[src/rtl/period_meter_pkg.sv]
// Shared types and constants for the period meter.
// Latency: n/a (declarations only).
// Backpressure: n/a; no flow control in this block.
package period_meter_pkg;

    // Default bit width of the measured period, expected value and counter.
    localparam int WIDTH_DEFAULT = 8;

    // Measurement controller states.
    typedef enum logic [1:0] {
        ST_IDLE  = 2'd0,
        ST_ARMED = 2'd1,
        ST_COUNT = 2'd2,
        ST_OVF   = 2'd3
    } state_e;

endpackage : period_meter_pkg

[src/rtl/period_meter_edge_detect.sv]
// Rising-edge detector: flags the cycle where in=1 and its previous value was 0.
// Latency: combinational rise output from the current input and one history flop.
// Backpressure: none; a level held high yields a single rise.
// Ports: clk, rst (sync, active-high), in (level), rise (one-cycle flag).
module edge_detect (
    input  logic clk,
    input  logic rst,
    input  logic in,
    output logic rise
);

    logic prev_q;

    always_ff @(posedge clk) begin
        if (rst) begin
            prev_q <= 1'b0;
        end else begin
            prev_q <= in;
        end
    end

    assign rise = in & ~prev_q;

endmodule : edge_detect

[src/rtl/period_meter.sv]
// Measures clk cycles between consecutive rising edges of pulse_in and compares with expected.
// Latency: valid/period/ovf/match are registered one cycle after the closing edge.
// Backpressure: none; one strobe per measured period, results hold until the next strobe.
// Ports: clk, rst (sync, active-high), en, pulse_in, expected[WIDTH]
//        -> period[WIDTH], valid, ovf, match, locked.
module period_meter
    import period_meter_pkg::*;
#(
    parameter int WIDTH = WIDTH_DEFAULT
) (
    input  logic             clk,
    input  logic             rst,
    input  logic             en,
    input  logic             pulse_in,
    input  logic [WIDTH-1:0] expected,
    output logic [WIDTH-1:0] period,
    output logic             valid,
    output logic             ovf,
    output logic             match,
    output logic             locked
);

    localparam logic [WIDTH-1:0] CNT_MAX = '1;
    localparam logic [WIDTH-1:0] CNT_ONE = WIDTH'(1);

    logic             rise;
    state_e           state_q,  state_d;
    logic [WIDTH-1:0] cnt_q,    cnt_d;
    logic [WIDTH-1:0] period_q, period_d;
    logic             valid_q,  valid_d;
    logic             ovf_q,    ovf_d;
    logic             match_q,  match_d;

    edge_detect u_edge_detect (
        .clk  (clk),
        .rst  (rst),
        .in   (pulse_in),
        .rise (rise)
    );

    always_ff @(posedge clk) begin
        if (rst) begin
            state_q  <= ST_IDLE;
            cnt_q    <= '0;
            period_q <= '0;
            valid_q  <= 1'b0;
            ovf_q    <= 1'b0;
            match_q  <= 1'b0;
        end else begin
            state_q  <= state_d;
            cnt_q    <= cnt_d;
            period_q <= period_d;
            valid_q  <= valid_d;
            ovf_q    <= ovf_d;
            match_q  <= match_d;
        end
    end

    always_comb begin
        state_d  = state_q;
        cnt_d    = cnt_q;
        period_d = period_q;
        valid_d  = 1'b0;
        ovf_d    = ovf_q;
        match_d  = match_q;

        // Disabling drops any partial count; results hold, and an edge in this
        // same cycle is deliberately lost.
        if (!en) begin
            state_d = ST_IDLE;
            cnt_d   = '0;
        end else begin
            case (state_q)
                ST_IDLE: begin
                    state_d = ST_ARMED;
                end
                ST_ARMED: begin
                    // First edge only opens the measurement window.
                    if (rise) begin
                        state_d = ST_COUNT;
                        cnt_d   = CNT_ONE;
                    end
                end
                ST_COUNT: begin
                    // cnt equals cycles elapsed since the opening edge, so an
                    // edge landing on CNT_MAX is still an exact, in-range result.
                    if (rise) begin
                        period_d = cnt_q;
                        valid_d  = 1'b1;
                        ovf_d    = 1'b0;
                        match_d  = (cnt_q == expected);
                        cnt_d    = CNT_ONE;
                    end else if (cnt_q == CNT_MAX) begin
                        state_d = ST_OVF;
                    end else begin
                        cnt_d = cnt_q + CNT_ONE;
                    end
                end
                ST_OVF: begin
                    // cnt stays saturated here; the closing edge reports overflow
                    // and simultaneously opens the next window.
                    if (rise) begin
                        period_d = CNT_MAX;
                        ovf_d    = 1'b1;
                        match_d  = 1'b0;
                        valid_d  = 1'b1;
                        cnt_d    = CNT_ONE;
                        state_d  = ST_COUNT;
                    end
                end
                default: begin
                    state_d = ST_IDLE;
                end
            endcase
        end
    end

    assign period = period_q;
    assign valid  = valid_q;
    assign ovf    = ovf_q;
    assign match  = match_q;
    assign locked = (state_q == ST_COUNT) || (state_q == ST_OVF);

endmodule : period_meter

[config.mk]
export PLATFORM = sky130hd
export DESIGN_NAME = period_meter
export DESIGN_NICKNAME = d
export VERILOG_FILES = /design/src/rtl/period_meter_pkg.sv /design/src/rtl/period_meter_edge_detect.sv /design/src/rtl/period_meter.sv
export SDC_FILE = /design/constraint.sdc
export NUM_CORES = 1
export LEC_CHECK = 0
export ABC_AREA = 1
export ABC_CLOCK_PERIOD_IN_PS = 1900
export CAP_MARGIN = 20
export CORE_UTILIZATION = 50
export CTS_BUF_LIST = sky130_fd_sc_hd__clkbuf_8 sky130_fd_sc_hd__clkbuf_16
export DETAILED_ROUTE_END_ITERATION = 16
export PLACE_DENSITY = 0.83
export SYNTH_ARGS = -nofsm -noshare
export SYNTH_HDL_FRONTEND = slang
export SYNTH_HIERARCHICAL = 1
export SYNTH_SLANG_ARGS = --single-unit
[constraint.sdc]
create_clock -name clk -period 1.9 [get_ports clk]
set_input_delay 0.38 -clock clk [delete_from_list [all_inputs] [get_ports clk]]
set_output_delay 0.38 -clock clk [all_outputs]
set_load 0.01 [all_outputs]
# Word level (Yosys, flattened, before mapping)
# Cells that the tools add are included.
# totals
wordCells	51
regBits	22
input_bits	12
n_memories	0
rom_bits	0
latchBits	0
output_inout_bits	12
ramBits	0
# classes
bitwise	4
div_mod_pow	0
muxes	17
n_shift	0
n_addsub	1
eq_ne	11
reduce_logical	11
mul	0
magnitude_cmp	0
# ops
op	count
$mux W8	5
$pmux W8 S2	2
$add A8 B1 Y8 const B	1
$eq A8 B8 Y1	1
$eq A8 B8 Y1 const B	1
$ne A2 B2 Y1 const B	4
$mux W2	3
$pmux W2 S3	1
$reduce_and A3 Y1	2
$reduce_or A2 Y1	3
$eq A2 B2 Y1 const B	2
$mux W1	4
$pmux W1 S2	2
$reduce_and A4 Y1	1
$reduce_bool A2 Y1	2
$ne A3 B3 Y1 const B	1
$not A1 Y1	3
$reduce_or A3 Y1	1
$eq A2 B1 Y1 const B	1
$logic_not A2 Y1	1
$ne A2 B1 Y1 const B	1
$and A1 B1 Y1	1
$logic_or A1 B1 Y1	1

# Depth between registers and ports, before layout
# depth
depth_word	4
ltp_mapped	9
mapped_depth_nobuf	9

# Cells and area by module
# Netlist, hierarchy kept.
# modules_own_cells
mod	instances	seq_area_each_um2	cells_per_inst	area_per_inst_um2
period_meter	1	420.4	154	1047.3
edge_detect	1	20.0	4	31.3

# Worst setup path before layout
# Ideal clock, no wire load.
# synth_timing
path_kind	input port to flip-flop
start	input pulse_in
end	register cnt_q[3]
path_buffers	0
stages	9
t_arrival_ns	1.162
setup_slack_ns	0.625
t_required_ns	1.787
setup_time_ns	0.113
path_cell_list	inv_1 nor2_1 nand2_1 o21ai_2 nand2_4 nand2_4 clkinv_2 nor2_1 nor2_1
# synth_between
elab_chain_len	3
elab_cells_between_ends	6
cone_classes	eq/ne (2); mux (2); bitwise (1); reduce/logical (1)
# synth_rtl
element	line_no	source
start: declaration	period_meter.sv:14	input logic pulse_in,
$and A1 B1 Y1 (*)	period_meter_edge_detect.sv:22	assign rise = in & ~prev_q;
named net rise	period_meter.sv:26	logic rise;
$ne A3 B3 Y1 (no line) (tied with other cells)	--	
$reduce_and A3 Y1 (no line) or $pmux W8 S2 (tied branches)	--	
end signal: assignment	period_meter.sv:51	cnt_q <= cnt_d;
end: declaration	period_meter.sv:28	logic [WIDTH-1:0] cnt_q, cnt_d;
# Mark *: on every way through the listed nets, which the timed path passes. The rest lies on a longest branch.
# A chain may end at the register's enable or synchronous reset.

# Worst setup path in the final report
# Same ends and word-level chain as after synthesis.

==> flow_metrics.env <==
export IMPL_status="finished, final reports clean"
export IMPL_insertion_delay_of_the_later_clocked_pin_in_the_worst_skew_pair_ns=0.26
export IMPL_detailedPlacementHpwl_um=2070
export IMPL_fin_crit_sh_pct=91.4
export IMPL_clk_transition_reported_paths_ns=0.08
export IMPL_muxShareOfSynthArea_pct=0
export IMPL_die_y_um=48.4
export IMPL_drc=0
export IMPL_setup_failing_eps_final=0
export IMPL_ctsHoldBuffers=0
export IMPL_largest_net_degree_at_the_start_of_global_routing=13
export IMPL_postSynthRegisterBits=22
export IMPL_power_leakage_nw=0.647
export IMPL_sinks_on_clock_net=22
export IMPL_arrival_ns=1.94
export IMPL_post_drt_via_cell_ratio=5.30
export IMPL_critical_path_slowest_cell="sky130_fd_sc_hd__clkdlybuf4s50_1"
export IMPL_ioPinCount=24
export IMPL_timing_critical_path_slowest_cell_delay_ns=0.45
export IMPL_min_from="period[1]"
export IMPL_vdd_ir_drop_worst_mv=0.456
export IMPL_routed_via_count=1134
export IMPL_cp_num_buf_inv=3
export IMPL_global_route_congestion_overflow_total=0
export IMPL_io_buffer_count=23
export IMPL_ctsLongestPathBuffers=2
export IMPL_power_net_switching_mw=0.195
export IMPL_tritoncts_num_buffers=3
export IMPL_netlist_area_sq_um=1080
export IMPL_finish_net_count=201
export IMPL_final_setup_worst_slack_ns=0.163
export IMPL_timing_worst_slew_pin_value_ns=0.386
export IMPL_grt_setup_unrepaired="false"
export IMPL_slew_violations=0
export IMPL_worstHoldEndpoint="period[1]"
export IMPL_seq_power_share_pct=53.1
export IMPL_synth_seq_area_share_pct=40.8
export IMPL_drtAntennaViolNets=0
export IMPL_vias_in_the_first_global_route=1029
export IMPL_max_fo_critical_path=8
export IMPL_drv_cap=0
export IMPL_chipWidth_um=48.4
export IMPL_slew_headroom_pct=74.2
export IMPL_initial_utilization_pct=53.9
export IMPL_netSwitchingFraction_pct=22.0
export IMPL_synth_distinct_cells=23
export IMPL_dp_slack_ns=-0.0520
export IMPL_tritoncts="yes"
export IMPL_synth_simple_gate_area_share_pct=33.5
export IMPL_element_type_at_the_critical_path_end="register"
export IMPL_synth_top_family_by_area="simple AND/OR/NAND/NOR gates"
export IMPL_floorplan_die_area_sq_um=2350
export IMPL_fraction_of_the_mapped_netlist_area_in_compound_gates_pct=13.0
export IMPL_holdCritPathClass="reg -> reg"
export IMPL_drt_initial_drc_count=21
export IMPL_dpl_cell_area_sq_um=1360
export IMPL_worstPathCellList="clkdlybuf4s50_1, inv_1, nor2_1, nand2_1, o21ai_2, nand2_4, o21ai_0, inv_1, nor2_1"
export IMPL_rr_endpoint="cnt_q[0]"
export IMPL_power_density_nw_per_um2=625
export IMPL_worstReg2RegStart="cnt_q[0]"
export IMPL_yosysWarnings=6
export IMPL_cts_htree_levels=1
export IMPL_globalplace_congestion=0.912
export IMPL_worst_setup_path_category="in -> reg"
export IMPL_layout_common_cells="36 x sky130_fd_sc_hd__nand2_1, 25 x sky130_fd_sc_hd__inv_1, 23 x sky130_fd_sc_hd__clkdlybuf4s50_1"
export IMPL_layout_cell_area_non_filler_sq_um=1420
export IMPL_clk_root_buffer_cell="sky130_fd_sc_hd__clkbuf_8"
export IMPL_grt_antenna_before_repair=0
export IMPL_hold_violations=0
export IMPL_rrSetupSlack_ns=0.47
export IMPL_cellInternalPower_mw=0.691
export IMPL_post_cts_resized_instances=0
export IMPL_grt_pass1_wl_um=4420
export IMPL_final_min_clock_period_ns=1.74
export IMPL_ff2ff_path_depth=8
export IMPL_timing_fmax_mhz=576
export IMPL_drt_first_pass_iters=4
export IMPL_design_power_total_mw=0.885
export IMPL_crit_path_start_kind="input port"
export IMPL_grt_total_usage_pct=24.5
export IMPL_mostFrequentLayoutCell="sky130_fd_sc_hd__nand2_1"
export IMPL_placement_rows=16
export IMPL_finalClockSkew_ns=0.00300
export IMPL_worstHoldPathCells=2
export IMPL_syn_mean_instance_area_sq_um=6.83
export IMPL_std_cell_core_area_sq_um=2000
export IMPL_critical_path_top_delay_family="simple AND/OR/NAND/NOR gates"
export IMPL_clockPowerShare_pct=37.2
export IMPL_yosys_area_share_adder_pct=1.16
export IMPL_area_growth_syn_to_layout_pct=31.3
export IMPL_synthCells=158
export IMPL_totalWireLength_um=2720
export IMPL_post_cts_setup_buffer_count=0
export IMPL_final_layout_size_suffix_gt1_share_pct=9.63
export IMPL_antenna_cells_inserted=0
export IMPL_comb_power_share_pct=9.8
export IMPL_synth_net_count=171
export IMPL_drt_wl_cell_um=12.7
export IMPL_yosys_area_share_xor_xnor_pct=1.62
export IMPL_critPathRequiredTime_ns=2.10
[tightest hold or removal path: cells and delay by family, from the launching register on]
| family | cells | cell delay, ns |
|---|---|---|
| DFF | 1 | 0.31 |
| and+or+nand+nor | 2 | 0.12 |
[synthesized netlist by cell type, drive strengths merged]
cell | number | area share (%)
nand4 | 2 | 1.2
nor2 | 20 | 7.7
a31oi | 3 | 1.7
ha | 1 | 1.2
nand3 | 13 | 7.0
xnor2 | 2 | 1.6
o21bai | 1 | 0.70
o21ai | 14 | 6.8
clkbuf | 1 | 0.35
or2 | 2 | 1.2
a21oi | 8 | 3.7
dfxtp | 22 | 41
inv | 26 | 9.0
nor3 | 3 | 1.4
clkinv | 1 | 0.46
nand2 | 39 | 15
[power groups by stage]
| stage | Combinational, mW | Sequential (mW) | Clock [mW] |
|---|---|---|---|
| finish | 0.0864 | 0.470 | 0.329 |
| global route | 0.0945 | 0.471 | 0.352 |
| CTS | 0.0856 | 0.470 | 0.330 |
| detailed placement | 0.0838 | 0.481 | 0 |
| global placement | 0.0807 | 0.480 | 0 |
| floorplan | 0.0423 | 0.480 | 0 |
[state kept, by name (all words and copies together) (netlist names)]
name / cells
cnt_q: 8
match: 1
ovf: 1
period: 8
state_q: 2
u_edge_detect/prev_q: 1
valid: 1
[how the worst max path moves through the flow]
| stage | start | endpoint | slack, ns | depth (start not counted) |
|---|---|---|---|---|
| after floorplan | pulse_in | cnt_q[3] | 0.63 | 9 |
| after global placement | pulse_in | cnt_q[3] | 0.05 | 10 |
| after detailed placement | pulse_in | cnt_q[3] | -0.05 | 10 |
| after CTS | pulse_in | cnt_q[3] | 0.21 | 10 |
| after global routing | pulse_in | cnt_q[3] | 0.05 | 10 |
| final | pulse_in | cnt_q[3] | 0.16 | 9 |
[routing by layer]
layer | global-route usage, % | vias to the layer above | wire length (um)
li1 | - | 558 | -
met1 | 29.1 | 528 | 1150
met2 | 44.4 | 44 | 1400
met3 | 3.77 | 4 | 137
met4 | 8.82 | 0 | 29
met5 | 0 | - | 0
[final cells by class]
cell class | instances | area [sq um]
tap | 27 | 33.8
multi-input combinational | 108 | 532
clock buffer | 4 | 55.1
inverter | 27 | 103
fill | 172 | 586
sequential | 22 | 440
timing repair buffer | 26 | 253
[logic make-up (layout without fill, tap and decap cells)]
group                    Yosys count  count (layout)
buffers and inverters             28              57
adder cells (fa/ha/maj)            1               1
AND/OR/NAND/NOR                   79              79
AO/OA/AOI/OAI                     26              26
XOR/XNOR                           2               2
flip-flops                        22              22
[per-stage QoR]
stage	util, %	hold slack [ns]	std cells	TNS (ns)
floorplan	-	0.449	158	0
global placement	68.0	0.452	210	0
detailed placement	68.0	0.461	210	-0.130
CTS	70.8	0.473	214	0
global route	70.8	0.491	214	0
finish	70.8	0.472	214	0
Note: power is estimated with default switching activity, not from simulation.
